### src/rtl/cdb_arbiter_pkg.sv
// ---------------------------------------------------------------------------
// cdb_arbiter_pkg
// Shared definitions for the common data bus (CDB) arbiter and its
// consumers (ROB, reservation stations).
//
// Contents:
//   `ROB_TAG_LEN  - width of a reorder-buffer tag (overridable from the build)
//   `XLEN         - datapath width (overridable from the build)
//   cdb_data_t    - one CDB broadcast: valid flag, ROB tag, result value
//   CDB_MAX_FU    - upper bound on the number of requesters the arbiter handles
// ---------------------------------------------------------------------------

`ifndef ROB_TAG_LEN
`define ROB_TAG_LEN 6
`endif

`ifndef XLEN
`define XLEN 32
`endif

package cdb_arbiter_pkg;

    localparam int CDB_MAX_FU = 8;

    typedef struct packed {
        logic                    valid;
        logic [`ROB_TAG_LEN-1:0] rob_tag;
        logic [`XLEN-1:0]        value;
    } cdb_data_t;

endpackage : cdb_arbiter_pkg

### src/rtl/cdb_arbiter_rr_picker.sv
// ---------------------------------------------------------------------------
// rr_picker
// Combinational rotating priority picker. Starting at start_i, the request
// vector is scanned upward with wrap-around from N-1 to 0; the first set bit
// wins.
//
// Ports:
//   req_i    [N-1:0]     request vector
//   start_i  [IDXW-1:0]  index with highest priority this cycle
//   grant_o  [N-1:0]     one-hot (or zero) grant
//   idx_o    [IDXW-1:0]  index of the granted bit (0 when nothing is granted)
//   valid_o              high when some request was granted
// ---------------------------------------------------------------------------

module rr_picker #(
    parameter int N    = 4,
    parameter int IDXW = 2
) (
    input  logic [N-1:0]    req_i,
    input  logic [IDXW-1:0] start_i,
    output logic [N-1:0]    grant_o,
    output logic [IDXW-1:0] idx_o,
    output logic            valid_o
);

    // Walk the N positions in priority order. The position is computed as
    // an integer and wrapped by subtraction so that non-power-of-two N
    // never visits an index outside the request vector.
    always_comb begin : pick_logic
        int          pos;
        logic [IDXW-1:0] pos_idx;
        logic        found;

        grant_o = '0;
        idx_o   = '0;
        valid_o = 1'b0;
        found   = 1'b0;
        pos     = 0;
        pos_idx = '0;

        for (int k = 0; k < N; k++) begin
            pos = int'(start_i) + k;
            if (pos >= N) begin
                pos = pos - N;
            end
            pos_idx = IDXW'(pos);
            if (!found && req_i[pos_idx]) begin
                found            = 1'b1;
                grant_o[pos_idx] = 1'b1;
                idx_o            = pos_idx;
                valid_o          = 1'b1;
            end
        end
    end

endmodule : rr_picker

### src/rtl/cdb_arbiter.sv
// ---------------------------------------------------------------------------
// cdb_arbiter
// Arbitrates NUM_FU functional units for the single common data bus. The
// grant is combinational in the request cycle; the winning FU's tag and value
// are captured into the output register at the grant edge, so each broadcast
// appears exactly one cycle after its grant. One broadcast per cycle is
// sustainable. Nothing is buffered beyond the output register: the grant
// edge is the FU's handshake completion.
//
// Configuration macro:
//   CDB_LOAD_PRIORITY_EN - FU 0 (load unit) wins whenever it requests, unless
//                          another requester has waited STARVE_LIMIT cycles,
//                          in which case plain round-robin decides that cycle.
//                          Without it, arbitration is pure round-robin and no
//                          wait counters are built.
//
// Parameters:
//   NUM_FU        number of requesting FUs (2..8)
//   STARVE_LIMIT  denied cycles before a requester counts as starved
//
// Ports:
//   clock       sole clock, rising edge
//   reset       asynchronous active-low reset
//   fu_req      per-FU request, held with stable tag/value until granted
//   fu_rob_tag  per-FU ROB tag of the completed result
//   fu_value    per-FU result value
//   flush       pipeline squash: no grant, no broadcast, pointer back to 0
//   fu_grant    one-hot-or-zero grant for the current cycle
//   cdb_data    registered broadcast {valid, rob_tag, value}
// ---------------------------------------------------------------------------

module cdb_arbiter
    import cdb_arbiter_pkg::*;
#(
    parameter int NUM_FU       = 4,
    parameter int STARVE_LIMIT = 8
) (
    input  logic                                  clock,
    input  logic                                  reset,
    input  logic [NUM_FU-1:0]                     fu_req,
    input  logic [NUM_FU-1:0][`ROB_TAG_LEN-1:0]   fu_rob_tag,
    input  logic [NUM_FU-1:0][`XLEN-1:0]          fu_value,
    input  logic                                  flush,
    output logic [NUM_FU-1:0]                     fu_grant,
    output cdb_data_t                             cdb_data
);

    localparam int IDXW = $clog2(NUM_FU);

    if (NUM_FU < 2 || NUM_FU > CDB_MAX_FU || STARVE_LIMIT < 1) begin : g_bad_params
        $error("cdb_arbiter: NUM_FU must be 2..8 and STARVE_LIMIT at least 1");
    end

    logic [IDXW-1:0]   rr_ptr_q, rr_ptr_d;
    cdb_data_t         cdb_q, cdb_d;

    logic              arb_en;
    logic [NUM_FU-1:0] pick_req;
    logic [NUM_FU-1:0] pick_grant;
    logic [IDXW-1:0]   pick_idx;
    logic              pick_valid;

    logic [NUM_FU-1:0] grant_c;
    logic [IDXW-1:0]   grant_idx;
    logic              grant_valid;

    // Reset is folded into the enable so the grant drops the instant reset
    // is asserted, not just at the next edge.
    assign arb_en   = reset && !flush;
    assign pick_req = arb_en ? fu_req : '0;

    rr_picker #(
        .N    (NUM_FU),
        .IDXW (IDXW)
    ) u_rr_picker (
        .req_i   (pick_req),
        .start_i (rr_ptr_q),
        .grant_o (pick_grant),
        .idx_o   (pick_idx),
        .valid_o (pick_valid)
    );

`ifdef CDB_LOAD_PRIORITY_EN

    localparam int WAITW = $clog2(STARVE_LIMIT + 1);

    logic [NUM_FU-1:0][WAITW-1:0] wait_q, wait_d;
    logic                         starved;

    // Only FUs other than the load unit can override its priority; a
    // counter only reaches the limit while its owner keeps requesting.
    always_comb begin : starve_detect
        starved = 1'b0;
        for (int i = 1; i < NUM_FU; i++) begin
            if (fu_req[i] && (wait_q[i] == WAITW'(STARVE_LIMIT))) begin
                starved = 1'b1;
            end
        end
    end

    // Load-unit priority overrides the rotating pick unless someone starved.
    always_comb begin : grant_select
        grant_c     = pick_grant;
        grant_idx   = pick_idx;
        grant_valid = pick_valid;
        if (arb_en && fu_req[0] && !starved) begin
            grant_c     = NUM_FU'(1);
            grant_idx   = '0;
            grant_valid = 1'b1;
        end
    end

    // Count consecutive denied request cycles, saturating at the limit.
    always_comb begin : wait_next
        wait_d = wait_q;
        for (int i = 0; i < NUM_FU; i++) begin
            if (flush || !fu_req[i] || grant_c[i]) begin
                wait_d[i] = '0;
            end else if (wait_q[i] != WAITW'(STARVE_LIMIT)) begin
                wait_d[i] = wait_q[i] + WAITW'(1);
            end
        end
    end

    always_ff @(posedge clock or negedge reset) begin : wait_reg
        if (!reset) begin
            wait_q <= '0;
        end else begin
            wait_q <= wait_d;
        end
    end

`else

    assign grant_c     = pick_grant;
    assign grant_idx   = pick_idx;
    assign grant_valid = pick_valid;

`endif

    assign fu_grant = grant_c;
    assign cdb_data = cdb_q;

    // Pointer moves just past the winner, including priority grants; a
    // flush restarts the rotation from FU 0.
    always_comb begin : rr_next
        rr_ptr_d = rr_ptr_q;
        if (flush) begin
            rr_ptr_d = '0;
        end else if (grant_valid) begin
            if (grant_idx == IDXW'(NUM_FU - 1)) begin
                rr_ptr_d = '0;
            end else begin
                rr_ptr_d = grant_idx + IDXW'(1);
            end
        end
    end

    // Tag and value are kept on idle cycles so consumers can still see the
    // last broadcast; only valid is cleared.
    always_comb begin : cdb_next
        cdb_d       = cdb_q;
        cdb_d.valid = 1'b0;
        if (grant_valid) begin
            cdb_d.valid   = 1'b1;
            cdb_d.rob_tag = fu_rob_tag[grant_idx];
            cdb_d.value   = fu_value[grant_idx];
        end
    end

    always_ff @(posedge clock or negedge reset) begin : state_reg
        if (!reset) begin
            rr_ptr_q <= '0;
            cdb_q    <= '0;
        end else begin
            rr_ptr_q <= rr_ptr_d;
            cdb_q    <= cdb_d;
        end
    end

endmodule : cdb_arbiter

### config.mk
export PLATFORM = sky130hd
export DESIGN_NAME = cdb_arbiter
export DESIGN_NICKNAME = d
export VERILOG_FILES = /design/src/rtl/cdb_arbiter_pkg.sv /design/src/rtl/cdb_arbiter_rr_picker.sv /design/src/rtl/cdb_arbiter.sv
export SDC_FILE = /design/constraint.sdc
export NUM_CORES = 1
export LEC_CHECK = 0
export CAP_MARGIN = 10
export CELL_PAD_IN_SITES_DETAIL_PLACEMENT = 0
export CELL_PAD_IN_SITES_GLOBAL_PLACEMENT = 1
export CORE_MARGIN = 3
export CORE_UTILIZATION = 25
export CTS_CLUSTER_DIAMETER = 40
export DETAILED_ROUTE_END_ITERATION = 10
export PLACE_DENSITY_LB_ADDON = 0.1
export SYNTH_ARGS = -nofsm -noshare
export SYNTH_HDL_FRONTEND = slang
export SYNTH_SLANG_ARGS = --single-unit
export TNS_END_PERCENT = 1
### constraint.sdc
create_clock -name clock -period 3.8 [get_ports clock]
set_input_delay 0.76 -clock clock [delete_from_list [all_inputs] [get_ports clock]]
set_output_delay 0.76 -clock clock [all_outputs]
set_load 0.05 [all_outputs]
# Word level (Yosys, flattened, before mapping)
# Cells that the tools add are included.
[op_classes] addsub=8 n_lt_le_gt_ge=13 n_eq_ne=1 mux=41 bitwise=3 n_reduce_logical=13
[ops] cell="$bmux 32 s2" count=1
[ops] cell="$mux 39" count=1
[ops] cell="$mux 32" count=1
[ops] cell="$mux 2" count=11
[ops] cell="$mux 4" count=5
[ops] cell="$lt 2x3->1 const B" count=5
[ops] cell="$bmux 6 s2" count=1
[ops] cell="$mux 1" count=12
[ops] cell="$or 4x4->4" count=3
[ops] cell="$ge 3x3->1 const B" count=3
[ops] cell="$bmux 1 s2" count=4
[ops] cell="$demux 1 s2" count=4
[ops] cell="$ge 2x1->1 const B" count=4
[ops] cell="$logic_and 1x1->1" count=8
[ops] cell="$sub 2x1->2 const B" count=4
[ops] cell="$add 2x2->3 const B" count=2
[ops] cell="$mux 6" count=1
[ops] cell="$logic_not 1->1" count=4
[ops] cell="$add 2x1->3 const B" count=1
[ops] cell="$ge 2x3->1 const B" count=1
[ops] cell="$add 2x1->2 const B" count=1
[ops] cell="$eq 2x2->1 const B" count=1
[ops] cell="$reduce_bool 2->1" count=1
[word_totals] register_bits=41 input_bits=159 output_inout_bits=43 elab_cells=83

# Depth between registers and ports, before layout
[depth] ltp_word=19 depth_mapped=11 ltp_nobuf=8

# By module
# A second synthesis with hierarchy kept.
[unflattened] cells_unflattened=272 hier_area_um2=3000.4
[modules_own_cells] mod="cdb_arbiter" n_inst=1 cells_per_inst=227 area_each_um2=2578.7 seq_area_each_um2=1026.0
[modules_own_cells] mod="rr_picker" n_inst=1 cells_per_inst=45 area_each_um2=421.7 seq_area_each_um2=0.0

# Least setup slack after synthesis
# Ideal clock, no wire load.
[synth_path] path_type="reg2out" from="register rr_ptr_q[0]" to="output port fu_grant[0]" arrival_ps=2229 t_required_ps=3040 setup_slack_ps=811 path_stages_with_launch=9 path_buffers=1 cell_sequence="dfrtp_1 > buf_6 > inv_1 > ha_1 > or3_1 > a21oi_1 > nand2_1 > o21ai_0 > a221o_1"
[synth_via] elab_chain_cells=14 word_cells_on_any_way=59 cone_classes="add/sub: 7; order compare: 12; mux: 27; bitwise: 3; reduce/logical: 10"
[synth_lines] element="start: declaration" line="cdb_arbiter.sv:54" text="logic [IDXW-1:0] rr_ptr_q, rr_ptr_d;"
[synth_lines] element="start signal: assignment" line="cdb_arbiter.sv:176" text="rr_ptr_q <= rr_ptr_d;"
[synth_lines] element="branches (longest 13 deep; another with $add 2x1->3)"
[synth_lines] element="$mux 4 *" line="cdb_arbiter_rr_picker.sv:47" text="if (!found && req_i[pos_idx]) begin"
[synth_lines] element="end: declaration" line="cdb_arbiter.sv:44" text="output logic [NUM_FU-1:0] fu_grant,"
# Every way passes the cells marked *. The select of a mux whose other input is x is not followed.

# Worst setup path after layout
[layout_path] from="input port fu_req[3]" to="output port fu_grant[2]"
[layout_via] elab_chain_cells=13 word_cells_on_any_way=25 cone_classes="mux: 16; bitwise: 3; reduce/logical: 6"
[layout_lines] element="start: declaration" line="cdb_arbiter.sv:40" text="input logic [NUM_FU-1:0] fu_req,"
[layout_lines] element="$mux 4 *" line="cdb_arbiter.sv:70" text="assign pick_req = arb_en ? fu_req : '0;"
[layout_lines] element="$bmux 1 s2" line="cdb_arbiter_rr_picker.sv:47"
[layout_lines] element="$mux 1 (implied by the code)" line="cdb_arbiter_rr_picker.sv:47"
[layout_lines] element="$mux 1" line="cdb_arbiter_rr_picker.sv:47"
[layout_lines] element="$logic_not 1->1" line="cdb_arbiter_rr_picker.sv:47"
[layout_lines] element="$logic_and 1x1->1" line="cdb_arbiter_rr_picker.sv:47"
[layout_lines] element="$mux 1" line="cdb_arbiter_rr_picker.sv:47"
[layout_lines] element="$logic_not 1->1" line="cdb_arbiter_rr_picker.sv:47"
[layout_lines] element="$logic_and 1x1->1" line="cdb_arbiter_rr_picker.sv:47"
[layout_lines] element="$mux 1" line="cdb_arbiter_rr_picker.sv:47"
[layout_lines] element="$logic_not 1->1" line="cdb_arbiter_rr_picker.sv:47"
[layout_lines] element="$logic_and 1x1->1" line="cdb_arbiter_rr_picker.sv:47"
[layout_lines] element="$mux 4 *" line="cdb_arbiter_rr_picker.sv:47"
# Every way passes the cells marked *; elsewhere a longest branch is shown, timed or not. The select of a mux whose other input is x is not followed.

==> results.md <==
Timing:
- For the final routed database, the setup TNS stands at 0 ps.
- For the pin with the worst max-slew slack, the measured transition is 567.2 ps.
- Setup violations remaining at the end of the flow were counted as 0.
- Setup repair after global routing left no endpoint under its margin.
- The period utilization is 0.9372.
- Measured against its own limit, the worst slew margin works out to 0.6207.
- On the final layout, the worst clock skew is between 6 and 7 ps.
- The number of max-slew violations in the final report is 0.
- The final number of hold-violating endpoints came to 0.
- After layout, the minimum clock period comes to between 3000 and 4000 ps.
- Based on the critical path, the design can be clocked at up to between 200 and 300 MHz.

Floorplanning:
- The number of top-level pins is 202.
- The total area inside the core boundary comes to 11170 µm².
- The floorplan has 38 rows.
- The height of the die is roughly 110 µm.
- Measured along the x axis, the die boundary spans approximately 110 µm.
- The initial core utilization is 0.2629.
- The total die area is 13090 µm².

Hold path:
- The startpoint of the tightest hold check path is cdb_data[15].
- The path class of the lowest-slack min-delay path is register to register.

Route:
- In the routed design, unresolved DRC markers number 0.
- Dividing the detail-routed via count by the number of cells gives roughly 5.
- The overall routed net length is 10700 µm.
- The via count is 3035.
- The routed wirelength normalized by instance count is around 17 µm.
- Before antenna repair, the detailed router went through 4 iterations.
- For this block, the initial DRC count from the detailed router was approximately 180.
- The number of antenna-violating nets in the routed design is 0.

Final layout:
- The antenna diode count is 0.
- Once layout is done, the placed cells without fillers occupy between 5000 and 6000 µm².
- The total number of nets in the final design is around 640.
- The area growth from synthesis to layout is 79.60%.
- The share of post-route cells with drive strength above 1 is 0.07113.

Pwr:
- The internal power component is approximately 1.4 mW.
- The share of total power consumed by net switching is 0.4057.
- The part of the total power dissipated in combinational logic is 0.534.
- In this run the static leakage power is between 2 and 2.5 nW.
- The power density relative to cell area is 452.5 nW/µm².
- The worst-case IR drop observed on VDD is about 0.21 mV.
- The clock group share of total power is 0.212.
- The share of total power dissipated in sequential elements is 0.254.
- The net switching power of the design is ~0.97 mW.

Yosys:
- Of the post-synthesis cell area, the dominant cell type holds 0.3492.
- The biggest area consumer among synthesized cells is dfrtp_1.
- Yosys printed 0 warnings.
- After synthesis, the cell types taking the most area are dfrtp_1 (35%), mux2i_1 (27%), o221ai_1 (12%).
- Sorting the synthesized cells by how often they occur yields mux2i_1 (78), nand2_1 (48), dfrtp_1 (41), o221ai_1 (39), clkbuf_1 (10).
- Of the synthesized area, sequential elements account for 0.3492.
- The most used standard cell by instance count after synthesis is mux2i_1.
- The count of distinct cell types in the synthesized netlist is 35.
- The main flop type after synthesis is dfrtp_1.
- The total of flip-flops plus latches after synthesis is 41.
- The mapped netlist covers between 2000 and 3000 µm².
- After synthesis, the mean cell area works out to about 11 µm².
- The net count after synthesis is between 400 and 500.
- In the synthesized netlist the async set-or-reset flop fraction comes to 1.000.
- The post-synthesis instance total is between 200 and 300.
- The count of flip-flops with a built-in enable after synthesis is 0.

Clock network:
- The clock-pin transition on the worst setup and hold timing paths is about 60 ps.
- The root buffer selected by CTS is clkbuf_16.
- In this run, post-CTS repair resized a total of 0 instances.
- The sink count of the clock tree is 41.
- The post-CTS setup repair buffer count is 0.
- The clock passes through at most 2 buffers.
- The worst-skew pair later-pin latency is between 200 and 300 ps.
- The clock tree from TritonCTS is built.
- The clock buffer count from CTS is 5.
- The H-tree level count is 2.
- After clock tree synthesis, the flow added hold-fix buffers numbering 0.

Placed design:
- Once detailed placement completed, the half-perimeter wirelength came to between 8000 and 9000 µm.
- In this run the cell area measured after placement is a little over 5000 µm².
- The placer's final routability congestion estimate is approximately 0.75.
- In this run the tool buffered the top-level ports with around 200 buffer cells.

Worst setup path:
- The startpoint of the worst setup timing path is fu_req[3].
- STA classifies the critical path endpoint as a primary output.
- The startpoint identified for the worst register-to-register timing path is rr_ptr_q[1].
- The top fanout value on the critical path is 5.
- The worst setup path is launched from an input port.
- The endpoint arrival time on the critical path is roughly 2800 ps.
- The critical path in this run is classified as input port to primary output.
- Data on the critical path is required at its endpoint by 3040 ps.

Job:
- The number of max-capacitance violations reported is 0.

Global routing:
- The overall routing resource usage is 0.1626.
- The first global-routing pass estimated between 15000 and 20000 µm of wire.
- The initial antenna violation count was 0.
- The total overflow left after global routing is 0.
- The number of global-route vias before repair is ~3300.
- The largest net degree at the start of global routing is 42.

Status:
- The run finished with clean final reports.
==> layout by cell type, fill, tap and decap left out, types with 2 or more instances in the layout <==
cell / instances
nand3_1: 3
clkbuf_16: 5
dfrtp_1: 41
clkdlybuf4s50_1: 196
o21ai_0: 5
ha_1: 7
o221ai_1: 39
a21oi_1: 5
a221o_1: 4
buf_12: 6
nor2_1: 3
buf_4: 10
nand2_1: 48
mux2i_1: 78
inv_1: 3
a21o_1: 2
mux2_2: 3
==> logic make-up after synthesis <==
kind of cell,share of synthesized area
adder cells (fa/ha/maj),0.02981
flip-flops,0.3492
AO/OA/AOI/OAI,0.1712
XOR/XNOR,0.009371
buffers and inverters,0.06601
multiplexers,0.2819
AND/OR/NAND/NOR,0.09243
==> power by group through the flow <==
stage / logic (mW) / clock network, mW / registers [mW]
6_report: 1.28 / 0.507 / 0.606
5_1_grt: 1.36 / 0.539 / 0.623
4_1_cts: 1.29 / 0.524 / 0.607
3_5_place_dp: 1.29 / 0 / 0.610
3_3_place_gp: 1.29 / 0 / 0.608
2_1_floorplan: 0.431 / 0 / 0.972
==> path summary, 6_finish.rpt <==
check	endpoint	slack (ps)	depth (start not counted)
max reg2reg	cdb_data[7]	970	9
min	cdb_data[15]	480	2
max	fu_grant[2]	240	6
min in group asynchronous	rr_ptr_q[0]	650	2
min reg2reg	cdb_data[15]	480	2
max in group asynchronous	cdb_data[6]	2770	2
==> critical path, stage by stage <==
cell and delay, ps:
clkdlybuf4s50_1 500, mux2_2 340, or4_1 470, a21oi_1 320
a221o_1 260, buf_12 150
==> routing by layer <==
metal / up-vias / global-route usage / wire (µm)
li1: 1463 / - / -
met1: 1441 / 0.1824 / 3951
met2: 122 / 0.2906 / 5478
met3: 9 / 0.06607 / 1137
met4: 0 / 0.03088 / 132
met5: - / 0 / 0
==> sequential cells by signal (all words and copies together) (netlist names) <==
| signal | cells |
|---|---|
| rr_ptr_q | 2 |
| cdb_data | 39 |
==> through the flow <==
step	power [mW]	utilization	setup WS, ps	cells	hold WS [ps]
floorplan	1.404	-	810.7	278	464.4
global placement	1.898	0.4564	296.0	610	468.2
detailed placement	1.900	0.4564	265.9	610	472.0
CTS	2.423	0.4722	260.9	618	492.5
global route	2.520	0.4722	110.5	618	521.2
finish	2.388	0.4722	238.5	618	484.9
==> final cells by class <==
type,instances,area [µm²]
clock buffer,6,138.9
fill,1036,5897
multi-input combinational,213,1725
sequential,41,1026
clock inverter,2,37.54
timing repair buffer,213,2162
tap,140,175.2
inverter,3,11.26
(Power assumes the default switching activity.)
